`config.mk`:
```
export PLATFORM = sky130hd
export DESIGN_NAME = rf_wb_arbiter_flat
export DESIGN_NICKNAME = d
export VERILOG_FILES = /design/src/rtl/rf_wb_arbiter_if.sv /design/src/rtl/rf_wb_arbiter.sv /design/src/flat_wrapper.sv
export SDC_FILE = /design/constraint.sdc
export NUM_CORES = 1
export LEC_CHECK = 0
export CAP_MARGIN = 20
export CORE_MARGIN = 8
export CORE_UTILIZATION = 35
export DETAILED_ROUTE_END_ITERATION = 8
export PLACE_DENSITY_LB_ADDON = 0.3
export SLEW_MARGIN = 5
export SYNTH_ARGS = -nofsm -noshare
export SYNTH_HDL_FRONTEND = slang
export SYNTH_SLANG_ARGS = --single-unit
```
`constraint.sdc`:
```
create_clock -name clk -period 5.4 [get_ports clk]
set_clock_uncertainty 0.15 [all_clocks]
set_input_delay 1.08 -clock clk [delete_from_list [all_inputs] [get_ports clk]]
set_output_delay 1.08 -clock clk [all_outputs]
set_load 0.02 [all_outputs]
```
`src/rtl/rf_wb_arbiter_if.sv`:
```
// Writeback bus carrying the in-order port A and the buffered long-latency port B.
interface rf_wb_arbiter_if;
    logic        a_valid;
    logic [4:0]  a_addr;
    logic [31:0] a_data;
    logic        b_valid;
    logic        b_ready;
    logic [4:0]  b_addr;
    logic [31:0] b_data;
    logic        stall_a;

    modport master (
        output a_valid, a_addr, a_data, b_valid, b_addr, b_data,
        input  b_ready, stall_a
    );

    modport slave (
        input  a_valid, a_addr, a_data, b_valid, b_addr, b_data,
        output b_ready, stall_a
    );
endinterface

```
`src/rtl/rf_wb_arbiter.sv`:
```
// Shares the register-file write port between pipeline writeback (A) and a FIFO of long-latency results (B).
// Define RF_ARB_STATS_EN to add the conflict_cnt / kill_cnt statistics outputs.
module rf_wb_arbiter #(
    parameter int DEPTH        = 4,
    parameter int STARVE_LIMIT = 8
) (
    input  logic           clk,
    input  logic           reset,
    rf_wb_arbiter_if.slave wb,
    input  logic [4:0]     rs1_addr,
    input  logic [4:0]     rs2_addr,
    output logic           rs1_pending,
    output logic           rs2_pending,
    output logic           RegWrite,
    output logic [4:0]     w_reg_addr,
    output logic [31:0]    w_data
`ifdef RF_ARB_STATS_EN
    ,
    output logic [31:0]    conflict_cnt,
    output logic [31:0]    kill_cnt
`endif
);
    localparam int PW = $clog2(DEPTH);
    localparam int CW = PW + 1;
    localparam int WW = $clog2(STARVE_LIMIT) + 1;

    typedef enum logic {NORMAL, STARVE} state_t;

    state_t           state, next_state;
    logic [WW-1:0]    wait_cnt, wait_next;

    logic [4:0]       fifo_addr [DEPTH];
    logic [31:0]      fifo_data [DEPTH];
    logic [DEPTH-1:0] fifo_live;
    logic [PW-1:0]    rd_ptr, wr_ptr;
    logic [CW-1:0]    count;
    logic             w_from_b;

    logic             a_elig, a_win, head_valid, head_live, head_win, head_lose;
    logic             pop, push, push_live;
    logic [4:0]       head_addr;
    logic [31:0]      head_data;
    logic             rs1_hit, rs2_hit;

    assign wb.b_ready = (count != CW'(DEPTH));
    assign wb.stall_a = (state == STARVE);
    assign head_addr  = fifo_addr[rd_ptr];
    assign head_data  = fifo_data[rd_ptr];

    // A head killed by this same A write is about to pop dead, so it is not a starvation loss.
    always_comb begin
        a_elig     = wb.a_valid && (wb.a_addr != 5'd0);
        head_valid = (count != '0);
        head_live  = head_valid && fifo_live[rd_ptr];
        a_win      = a_elig && (state == NORMAL);
        head_win   = head_live && !a_win;
        head_lose  = head_live && a_win && (head_addr != wb.a_addr);
        pop        = head_valid && (!fifo_live[rd_ptr] || head_win);
        push       = wb.b_valid && wb.b_ready;
        push_live  = (wb.b_addr != 5'd0) && !(a_win && (wb.b_addr == wb.a_addr));
    end

    always_comb begin
        next_state = state;
        wait_next  = '0;
        case (state)
            NORMAL: begin
                if (head_lose) begin
                    if (wait_cnt == WW'(STARVE_LIMIT - 1)) begin
                        next_state = STARVE;
                    end else begin
                        wait_next = wait_cnt + WW'(1);
                    end
                end
            end
            STARVE: begin
                if (head_win || !head_valid) begin
                    next_state = NORMAL;
                end
            end
            default: next_state = NORMAL;
        endcase
    end

    always_ff @(posedge clk or negedge reset) begin
        if (!reset) begin
            state    <= NORMAL;
            wait_cnt <= '0;
        end else begin
            state    <= next_state;
            wait_cnt <= wait_next;
        end
    end

    // Liveness is cleared on pop too, so a set live bit always marks an occupied slot.
    always_ff @(posedge clk or negedge reset) begin
        if (!reset) begin
            fifo_live <= '0;
            rd_ptr    <= '0;
            wr_ptr    <= '0;
            count     <= '0;
        end else begin
            for (int i = 0; i < DEPTH; i++) begin
                if (a_win && (fifo_addr[i] == wb.a_addr)) begin
                    fifo_live[i] <= 1'b0;
                end
            end
            if (pop) begin
                fifo_live[rd_ptr] <= 1'b0;
                rd_ptr            <= rd_ptr + PW'(1);
            end
            if (push) begin
                fifo_live[wr_ptr] <= push_live;
                wr_ptr            <= wr_ptr + PW'(1);
            end
            count <= count + CW'(push) - CW'(pop);
        end
    end

    always_ff @(posedge clk) begin
        if (push) begin
            fifo_addr[wr_ptr] <= wb.b_addr;
            fifo_data[wr_ptr] <= wb.b_data;
        end
    end

    always_ff @(posedge clk or negedge reset) begin
        if (!reset) begin
            RegWrite   <= 1'b0;
            w_reg_addr <= 5'd0;
            w_data     <= 32'd0;
            w_from_b   <= 1'b0;
        end else if (a_win) begin
            RegWrite   <= 1'b1;
            w_reg_addr <= wb.a_addr;
            w_data     <= wb.a_data;
            w_from_b   <= 1'b0;
        end else if (head_win) begin
            RegWrite   <= 1'b1;
            w_reg_addr <= head_addr;
            w_data     <= head_data;
            w_from_b   <= 1'b1;
        end else begin
            RegWrite   <= 1'b0;
            w_from_b   <= 1'b0;
        end
    end

    // A B result stays pending until it has left the write register.
    always_comb begin
        rs1_hit = RegWrite && w_from_b && (w_reg_addr == rs1_addr);
        rs2_hit = RegWrite && w_from_b && (w_reg_addr == rs2_addr);
        for (int i = 0; i < DEPTH; i++) begin
            if (fifo_live[i] && (fifo_addr[i] == rs1_addr)) rs1_hit = 1'b1;
            if (fifo_live[i] && (fifo_addr[i] == rs2_addr)) rs2_hit = 1'b1;
        end
        rs1_pending = rs1_hit && (rs1_addr != 5'd0);
        rs2_pending = rs2_hit && (rs2_addr != 5'd0);
    end

`ifdef RF_ARB_STATS_EN
    logic [CW-1:0] kills;
    logic [32:0]   kill_sum;

    always_comb begin
        kills = '0;
        for (int i = 0; i < DEPTH; i++) begin
            if (a_win && fifo_live[i] && (fifo_addr[i] == wb.a_addr)) kills = kills + CW'(1);
        end
        if (push && a_win && (wb.b_addr != 5'd0) && (wb.b_addr == wb.a_addr)) kills = kills + CW'(1);
        kill_sum = {1'b0, kill_cnt} + 33'(kills);
    end

    always_ff @(posedge clk or negedge reset) begin
        if (!reset) begin
            conflict_cnt <= 32'd0;
            kill_cnt     <= 32'd0;
        end else begin
            if (a_win && head_live && (conflict_cnt != 32'hFFFF_FFFF)) begin
                conflict_cnt <= conflict_cnt + 32'd1;
            end
            kill_cnt <= kill_sum[32] ? 32'hFFFF_FFFF : kill_sum[31:0];
        end
    end
`endif

`ifndef SYNTHESIS
    a_during_stall: assert property (@(posedge clk) disable iff (!reset) wb.stall_a |-> !wb.a_valid)
        else $error("a_valid asserted while stall_a is high; A write dropped");
`endif
endmodule

```
`src/flat_wrapper.sv`:
```
// flat-port wrapper written by rule: the top's interface ports become plain ports
module rf_wb_arbiter_flat 
#(
    parameter int DEPTH        = 4,
    parameter int STARVE_LIMIT = 8
)
  (clk, reset, rs1_addr, rs2_addr, rs1_pending, rs2_pending, RegWrite, w_reg_addr, w_data, wb_a_valid, wb_a_addr, wb_a_data, wb_b_valid, wb_b_addr, wb_b_data, wb_b_ready, wb_stall_a);
  rf_wb_arbiter_if wb_i ();
  input  logic clk;
  input  logic reset;
  input  logic [4:0] rs1_addr;
  input  logic [4:0] rs2_addr;
  output logic rs1_pending;
  output logic rs2_pending;
  output logic RegWrite;
  output logic [4:0] w_reg_addr;
  output logic [31:0] w_data;
  input wire logic [$bits(wb_i.a_valid)-1:0] wb_a_valid;
  input wire logic [$bits(wb_i.a_addr)-1:0] wb_a_addr;
  input wire logic [$bits(wb_i.a_data)-1:0] wb_a_data;
  input wire logic [$bits(wb_i.b_valid)-1:0] wb_b_valid;
  input wire logic [$bits(wb_i.b_addr)-1:0] wb_b_addr;
  input wire logic [$bits(wb_i.b_data)-1:0] wb_b_data;
  output wire logic [$bits(wb_i.b_ready)-1:0] wb_b_ready;
  output wire logic [$bits(wb_i.stall_a)-1:0] wb_stall_a;
  assign wb_i.a_valid = wb_a_valid;
  assign wb_i.a_addr = wb_a_addr;
  assign wb_i.a_data = wb_a_data;
  assign wb_i.b_valid = wb_b_valid;
  assign wb_i.b_addr = wb_b_addr;
  assign wb_i.b_data = wb_b_data;
  assign wb_b_ready = wb_i.b_ready;
  assign wb_stall_a = wb_i.stall_a;
  rf_wb_arbiter #(.DEPTH(DEPTH), .STARVE_LIMIT(STARVE_LIMIT)) u_core (.clk(clk), .reset(reset), .wb(wb_i), .rs1_addr(rs1_addr), .rs2_addr(rs2_addr), .rs1_pending(rs1_pending), .rs2_pending(rs2_pending), .RegWrite(RegWrite), .w_reg_addr(w_reg_addr), .w_data(w_data));
endmodule
```
==> impl.org, run 1 <==
** Outcome
- The flow ran to the end, and the final reports show no timing, DRC or antenna violations.

** Final layout
- Diodes inserted :: 0
- Number of nets at the end of the flow :: ~850
- Layout area overhead :: 27.2%
- The sequential cells in the finished layout cover a total of between 5000 and 6000 µm².
- Post-layout utilization of the core :: 45.3%
- Footprint of the multi-input gates :: around 3000 µm²
- FILL cells :: ~2200
- In the final layout, the share of cells above drive strength 1 is around an eighth.

** Synthesis
- Compound-cell area share of the yosys netlist :: between 3 and 4%
- Multiplexer fraction of the synthesized cell area :: between 10% and 20%
- Counting distinct cell types in the post-synthesis netlist gives 36.
- After Yosys synthesis, full adders, half adders and majority gates account for under 10% of the synthesized area.
- Among all flip-flop cells after synthesis, the most frequent one is edfxtp_1.
- Cell taking the most area after synthesis :: edfxtp_1
- Async S/R FF share, synth :: a little over a quarter
- Synthesis Warnings :: 0
- Synth Area in Simple Gates :: approximately 8.3%
- The mapped netlist covers roughly 9000 µm².
- Number of enable flip-flop cells after synthesis :: between 100 and 150
- Number of register bits inferred by synthesis :: 203
- Of the total synthesized cell area, the portion taken by XOR and XNOR cells is under 10%.
- After synthesis, the largest family of logic cells by area is multiplexers.
- Synth Instances :: a little over 600
- Proportion of synthesized chip area in sequential cells :: 65.0%
- Average footprint of a synthesized cell :: 14.4 µm²
- By area the synthesized netlist is led by edfxtp_1 (50%), dfrtp_1 (15%), mux4_2 (9.6%), xor2_1 (5.3%), nand2_1 (3.5%).
- Syn nets :: ~720
- The share of synthesized area in the top cell type comes to a little under 50%.

** STA
- The max-slew violation count was 0.
- The worst path needs between 4 and 5 ns of the cycle, external delays included.
- Final critical-path share of the clock period :: between 80% and 90%
- At the pin with the least slew margin, the transition time is around 0.95 ns.
- Final-report setup violation count :: 0
- Least setup slack across all paths after layout :: about 1 ns
- The worst pin sits at a relative slew slack of 36.5%.
- Setup repair after global routing left no endpoint under its margin.
- The final count of hold timing violations came to 0.
- After routing, the total negative slack on setup checks comes to 0 ns.
- Across all hold checks on the routed design, the worst slack comes to between 0.3 and 0.4 ns.
- Static timing analysis puts the maximum clock frequency at 228 MHz.

** Critical path
- In this run the worst path has a maximum fanout of 6.
- Buffers & Inverters on Critical Path :: 2
- Crit-path cells :: clkdlybuf4s50_1 -> xor2_1 -> nor4_1 -> nand3_1 -> nand3_1 -> o22a_1 -> clkdlybuf4s50_1
- Arrival @ worst endpoint :: 3.15 ns
- STA classifies the critical path endpoint as an output pin.
- Register-to-register path setup slack :: 2.37 ns
- For the worst setup path, the data required time is roughly 4.2 ns.
- CP max stage delay :: 0.62 ns
- Cell type of the slowest stage on the worst timing path :: clkdlybuf4s50_1
- The critical path is of the primary input to output pin type.
- The worst setup path is launched from a primary input.
- The kind of cell with the highest combined delay along the critical path is buffers and inverters.

** Placement
- Worst slack at placement :: 1.01 ns
- DP HPWL :: between 10000 and 15000 µm
- Input and output buffers added on the ports amount to 129.
- Final GP Congestion :: ~0.85

** Clock tree
- Buffers added to address setup during post-CTS repair amount to 0.
- Clock buffer count from CTS :: 23
- Bufs on Longest Clock Path :: 3
- For this design, the CTS-stage hold fixing added 0 buffers.
- Clock transition at path regs :: 0.06 ns
- Root buffer cell :: clkbuf_16
- After clock tree synthesis, the repair step resized 0 gates.
- CTS built an H-tree with a depth of 1.
- The tree built by TritonCTS fans out to between 200 and 250 sinks.
- Clock tree from TritonCTS :: yes
- Clock latency reported for the late side of the worst-skew pair :: approximately 0.50 ns

** GRT
- Initial antenna violation count :: 0
- Via count of the first global-routing pass :: between 5000 and 6000
- Aggregate global-route resource usage :: around 14%
- Entering global routing, the biggest net connects 56 pins.
- Global-route wire length before repair :: between 30000 and 40000 µm
- Aggregate global routing overflow :: 0

** Routing
- The first detailed-routing pass took 4 iterations.
- Across all layers, the routed design uses between 5000 and 6000 vias.
- Once detail routing completed, the nets flagged for antenna violations numbered 0.
- DRC Markers :: 0
- Drt first-iter violations :: 260
- Avg WL per Cell :: a little over 20 µm
- Wires add up to 22200 µm.
- Vias/cell :: around 4.9

** Job
- Across the run, the number of max-cap violations was 0.

** Hold path
- The worst hold path belongs to the class register to register.

** Floorplanning
- During I/O placement, the number of pins put on the boundary was 130.
- Area of the core region :: ~25000 µm²
- Die outline width :: ~180 µm
- After floorplanning, the core was divided into between 50 and 60 placement rows.
- The initial utilization of the core area, before any placement, comes to about 36%.
- Area enclosed by the die boundary :: roughly 31000 µm²
- Measured along the y axis, the die boundary spans roughly 180 µm.

** Power and ir drop
- The worst-case IR drop observed on VDD is 0.194 mV.
- In this run the static leakage power is 4.15 nW.
- For this design the ratio of total power to cell area is around 520 nW/µm².
[routing by layer]
metal / vias to the layer above / part of all wire, % / global-route usage [%] / wire length (µm)
li1: 2530 / - / - / -
met1: 2676 / 41 / 17.5 / 9210
met2: 134 / 50 / 24.6 / 11200
met3: 43 / 5.6 / 2.95 / 1240
met4: 0 / 2.5 / 4.80 / 563
met5: - / 0 / 0 / 0
[cells by family after synthesis]
| logic type | after synthesis |
|---|---|
| flops | 203 |
| simple gates | 173 |
| xor+xnor | 85 |
| buf+inv | 53 |
| fa+ha+maj | 12 |
| mux | 43 |
| compound gates | 52 |
[cells in the mapped netlist (all sizes together), types with 4 or more instances]
library cell and count:
edfxtp 148, mux4 38, nor2 45, nor4 10, dfrtp 55, buf 22, xor2 54, clkbuf 18
inv 13, nand3 12, xnor2 31, a31oi 32, a41o 4, nand2 84, nor3 7, nand4 7
o21ai 7, mux2i 5, ha 11
[path summary, 6_finish.rpt]
check	from	to	cells past startpoint
max	rs1_addr[4]	rs1_pending	7
min in group asynchronous	reset	u_core.wb.stall_a	1
min	u_core.wait_cnt[0]	u_core.wait_cnt[0]	1
min reg2reg	u_core.wait_cnt[0]	u_core.wait_cnt[0]	1
max in group asynchronous	reset	u_core.rd_ptr[1]	2
max reg2reg	u_core.rd_ptr[0]	u_core.w_data[26]	6
[through the flow]
stage          total power [W]  instances  cell area (µm²)
6_report               0.00594       1093            11400
4_1_cts                0.00604       1092            11400
3_3_place_gp           0.00443       1051            10600
2_1_floorplan          0.00365        621             8960
3_5_place_dp           0.00447       1051            10600
5_1_grt                0.00629       1093            11400
[flip-flops by register name, summed over array words and instances (netlist names)]
name               flops
u_core.RegWrite        1
u_core.count           3
u_core.fifo_addr      20
u_core.fifo_data     128
u_core.fifo_live       4
u_core.rd_ptr          2
u_core.w_data         32
u_core.w_from_b        1
u_core.w_reg_addr      5
u_core.wait_cnt        4
u_core.wb.stall_a      1
u_core.wr_ptr          2
[worst reg2reg max path, delay by kind of cell, from the launching register on]
kind            cells  cell delay [ns]
mux                 1             0.66
compound gates      1             0.06
flops               1             0.84
buf+inv             1             0.37
simple gates        3             0.82
[final cells by class]
type / count / area share, %
flip-flops and latches: 203 / 51.1
multi-input cells: 365 / 25.6
repair buffers: 141 / 12.6
clock buffers: 28 / 5.39
well taps: 330 / 3.62
clock inverters: 13 / 1.27
inverters: 13 / 0.428
[power breakdown]
group	switching (W)	total, W	internal, W
registers	0.000282	0.00240	0.00212
logic	0.00103	0.00198	0.000953
clock network	0.000603	0.00155	0.000951
[cells in the final DEF, fill, tap and decap left out, types with 4 or more instances in the layout]
cell	instances
inv_1	13
ha_1	11
a31oi_1	32
xnor2_1	31
mux4_2	38
mux2i_1	5
clkbuf_16	23
nand2_1	83
edfxtp_1	148
xor2_1	54
nand3_1	12
dfrtp_1	53
nor4_1	10
clkdlybuf4s50_1	128
clkinv_2	4
a41o_1	4
buf_4	8
nor2_1	45
o21ai_0	6
nor3_1	7
nand4_1	7
(Power assumes the default switching activity.)
==> inputs of run 2 (changes only) <==
clock period = 3.8 ns   (was 5.4 ns; I/O delays follow)
==> run 2 against run 1 <==
- worst setup slack worse by 0.92 ns
- clock power rose by 30%
- die area unchanged
- via count increased by 1.2%
- combinational power up 42%
- clock-buffer cell count increased by 5
- first-iteration DRC count is 38% higher
- routed wire length about the same
- global-route usage up 0.096 points
- utilization barely moved
- largest power group unchanged
==> impl.org, run 2 (synthesized netlist as in run 1, its figures left out) <==
** Outcome
- The run finished with clean final reports.

** Placement
- Port buffering added 129 buffers.
- Routability-driven placement finished with a final weighted congestion of 0.864.
- The wire-length estimate of the detail-placed layout is about 15000 µm.
- Worst slack at placement :: about 0.023 ns
- Summing all placed instances gives a cell area of around 11000 µm².

** Floorplanning
- Die H :: approximately 180 µm
- The die covers just over 30000 µm².
- Area of the core region :: between 20000 and 30000 µm²
- 130 I/O pins were placed.
- Row generation in the floorplan step produced slightly below 60 rows.
- From left edge to right edge, the die measures approximately 180 µm.
- Initial standard-cell utilization of the core :: 35.6%

** Final layout
- Share of cells above drive strength 1 :: 13.4%
- After the last flow step, the layout net total stands at 860.
- Total non-filler cell area in the finished layout :: between 10000 and 15000 µm²
- The top cell types in the final layout, fill and taps aside, are edfxtp_1 (148), clkdlybuf4s50_1 (121), nand2_1 (83).
- The library cell used most frequently in the layout, excluding fill and tap cells, is edfxtp_1.
- Number of flip-flops under the largest register name :: around 130
- Largest registers :: u_core.fifo_data x128, u_core.w_data x32, u_core.fifo_addr x20
- Layout area overhead :: 27.2%
- FILL cells :: roughly 2300
- Largest reg by FF count :: u_core.fifo_data

** Clock tree
- The cell sitting at the root of the clock tree is a clkbuf_16.
- Clock buffer count from CTS :: 22
- For this design, the sink count on the clock tree is 203.
- TritonCTS built the clock tree.
- Clock-pin slew was measured on the worst setup and hold paths at about 0.060 ns.
- Max H-tree Level :: 1
- Once the clock tree was built, the setup fixing pass inserted 0 buffers.
- The number of gates resized after CTS was 0.
- Clock latency reported for the late side of the worst-skew pair :: just under 0.5 ns
- Bufs on Longest Clock Path :: 3
- In this run, post-CTS hold repair placed 0 buffers.

** Power and ir drop
- Peak supply drop :: between 0.3 and 0.4 mV
- Power share of the sequential group :: roughly 41%
- Internal power comes to roughly 0.0056 W.
- Summed over all cells, the static leakage comes to around 4.2 nW.
- Reported net switching power :: about 0.0027 W
- The clock network burns around a quarter of the power.
- Combinational power share :: between 30% and 40%
- Cell area power density :: around 720 nW/µm²
- Of the total power, the share spent switching nets is about a third.

** Critical path
- The worst setup path is launched from a primary input.
- The cell family contributing the most delay on the critical path is buffers and inverters.
- Capturing element type of the critical path :: output pin
- The critical path in this run is classified as primary input to output pin.
- The signal on the critical path passes through clkdlybuf4s50_1 -> buf_4 -> xor2_1 -> nor4_1 -> nand3_1 -> nand2_1 -> o22a_1 -> clkdlybuf4s50_1.
- Depth of the critical timing path with buffers and inverters included :: 8
- Most used cell along the critical path :: clkdlybuf4s50_1
- Critical path required time :: 2.89 ns
- CP max stage delay :: ~0.60 ns
- For the worst setup path, the data arrival time is 2.79 ns.
- Cell type of the slowest stage on the worst timing path :: clkdlybuf4s50_1
- Counting both buffers and inverters, the worst setup path holds a total of 3.
- Worst-case reg-to-reg path depth :: 5
- Peak fanout along the critical path :: 5

** STA
- The final count of hold timing violations was 0.
- Setup violations remaining at the end of the flow were counted as 0.
- Setup repair after global routing missed its margin :: false
- For the pin with the worst max-slew slack, the measured transition is 0.700 ns.
- Final critical-path share of the clock period :: 97.5%
- The max-slew violation count came to 0.
- Timing would allow up to around 270 MHz.
- After layout, the minimum clock period comes to 3.70 ns.
- Fin Setup TNS :: 0 ns
- In the post-route analysis, the smallest setup slack over all paths is around 0.096 ns.
- Headroom to the max-slew limit :: 52.8%

** Routing
- The final route contains about 5500 vias.
- In the routed design, unresolved DRC markers number 0.
- Vias/cell :: ~4.9
- Drt first-iter violations :: ~360
- In the final routed layout, each cell accounts on average for around 20 µm.
- Sum of routed wire length over all layers :: 22200 µm
- Count of TritonRoute iterations in the first routing pass :: 4
- Number of nets with antenna violations after detailed routing :: 0

** Hold path
- The path class of the tightest hold or removal check is primary input to async pin.

** GRT
- The first global-routing pass estimated between 30000 and 40000 µm of wire.
- Largest net degree at the start of global routing :: 66
- The initial antenna violation count was 1.
- Via count of the first global-routing pass :: slightly below 6000
- Aggregate global-route resource usage :: around 14%
- Aggregate global routing overflow :: 0

** Job
- Number of maximum-capacitance violations :: 0
## run 2: cell types whose count changed in the layout (fill, tap and decap cells not counted), moves of 2 or more
cell,delta
clkinv_1,-2
buf_12,-3
clkbuf_1,+4
bufinv_16,-3
dlymetal6s2s_1,+7
buf_4,+18
clkdlybuf4s50_1,-7
## run 2: final timing paths
kind	to	slack [ns]	from
max in group asynchronous	u_core.w_data[22]	2.46	reset
hold reg to reg	u_core.wait_cnt[0]	0.32	u_core.wait_cnt[0]
setup / recovery	rs2_pending	0.1	rs2_addr[1]
hold / removal	u_core.fifo_live[1]	0.11	reset
setup reg to reg	u_core.w_data[27]	1.22	u_core.rd_ptr[1]
min in group clk	u_core.wait_cnt[0]	0.32	u_core.wait_cnt[0]
## run 2: area by class of cell
class	instances	area, µm²	area share, %
Tap cell	330	413	3.62
Multi-Input combinational cell	365	2920	25.6
Antenna cell	1	2.50	0.0220
Timing Repair Buffer	155	1500	13.2
Inverter	13	48.8	0.428
Sequential cell	203	5820	51.1
Clock inverter	6	35.0	0.307
Clock buffer	33	654	5.74
## run 2: worst reg2reg max path: cells and delay by family, from the launching register on
family,cells,cell delay (ns)
compound gates,1,0.23
flops,1,0.73
mux,1,0.37
buf+inv,1,0.53
simple gates,2,0.42
## run 2: layer usage
metal | wire length (µm) | up-vias | GRT usage, %
li1 | - | 2547 | -
met1 | 9670 | 2745 | 18.5
met2 | 11000 | 120 | 24.2
met3 | 1080 | 38 | 2.56
met4 | 512 | 0 | 4.45
met5 | 0 | - | 0
## run 2: stage by stage
stage	hold slack (ns)	power, W	utilization [%]	instances
final	0.113	0.00826	45.2	1106
after global placement	0.313	0.00633	42.4	1066
after floorplan	0.290	0.00519	-	621
after CTS	0.113	0.00841	45.2	1105
after detailed placement	0.313	0.00636	42.4	1066
after global routing	0.143	0.00876	45.2	1106
## run 2: power by group through the flow
stage / Sequential (W) / Clock, W / Combinational [W]
floorplan: 0.00355 / 0 / 0.00164
global placement: 0.00346 / 0 / 0.00287
detailed placement: 0.00347 / 0 / 0.00290
CTS: 0.00343 / 0.00209 / 0.00290
global route: 0.00349 / 0.00217 / 0.00311
finish: 0.00342 / 0.00202 / 0.00282
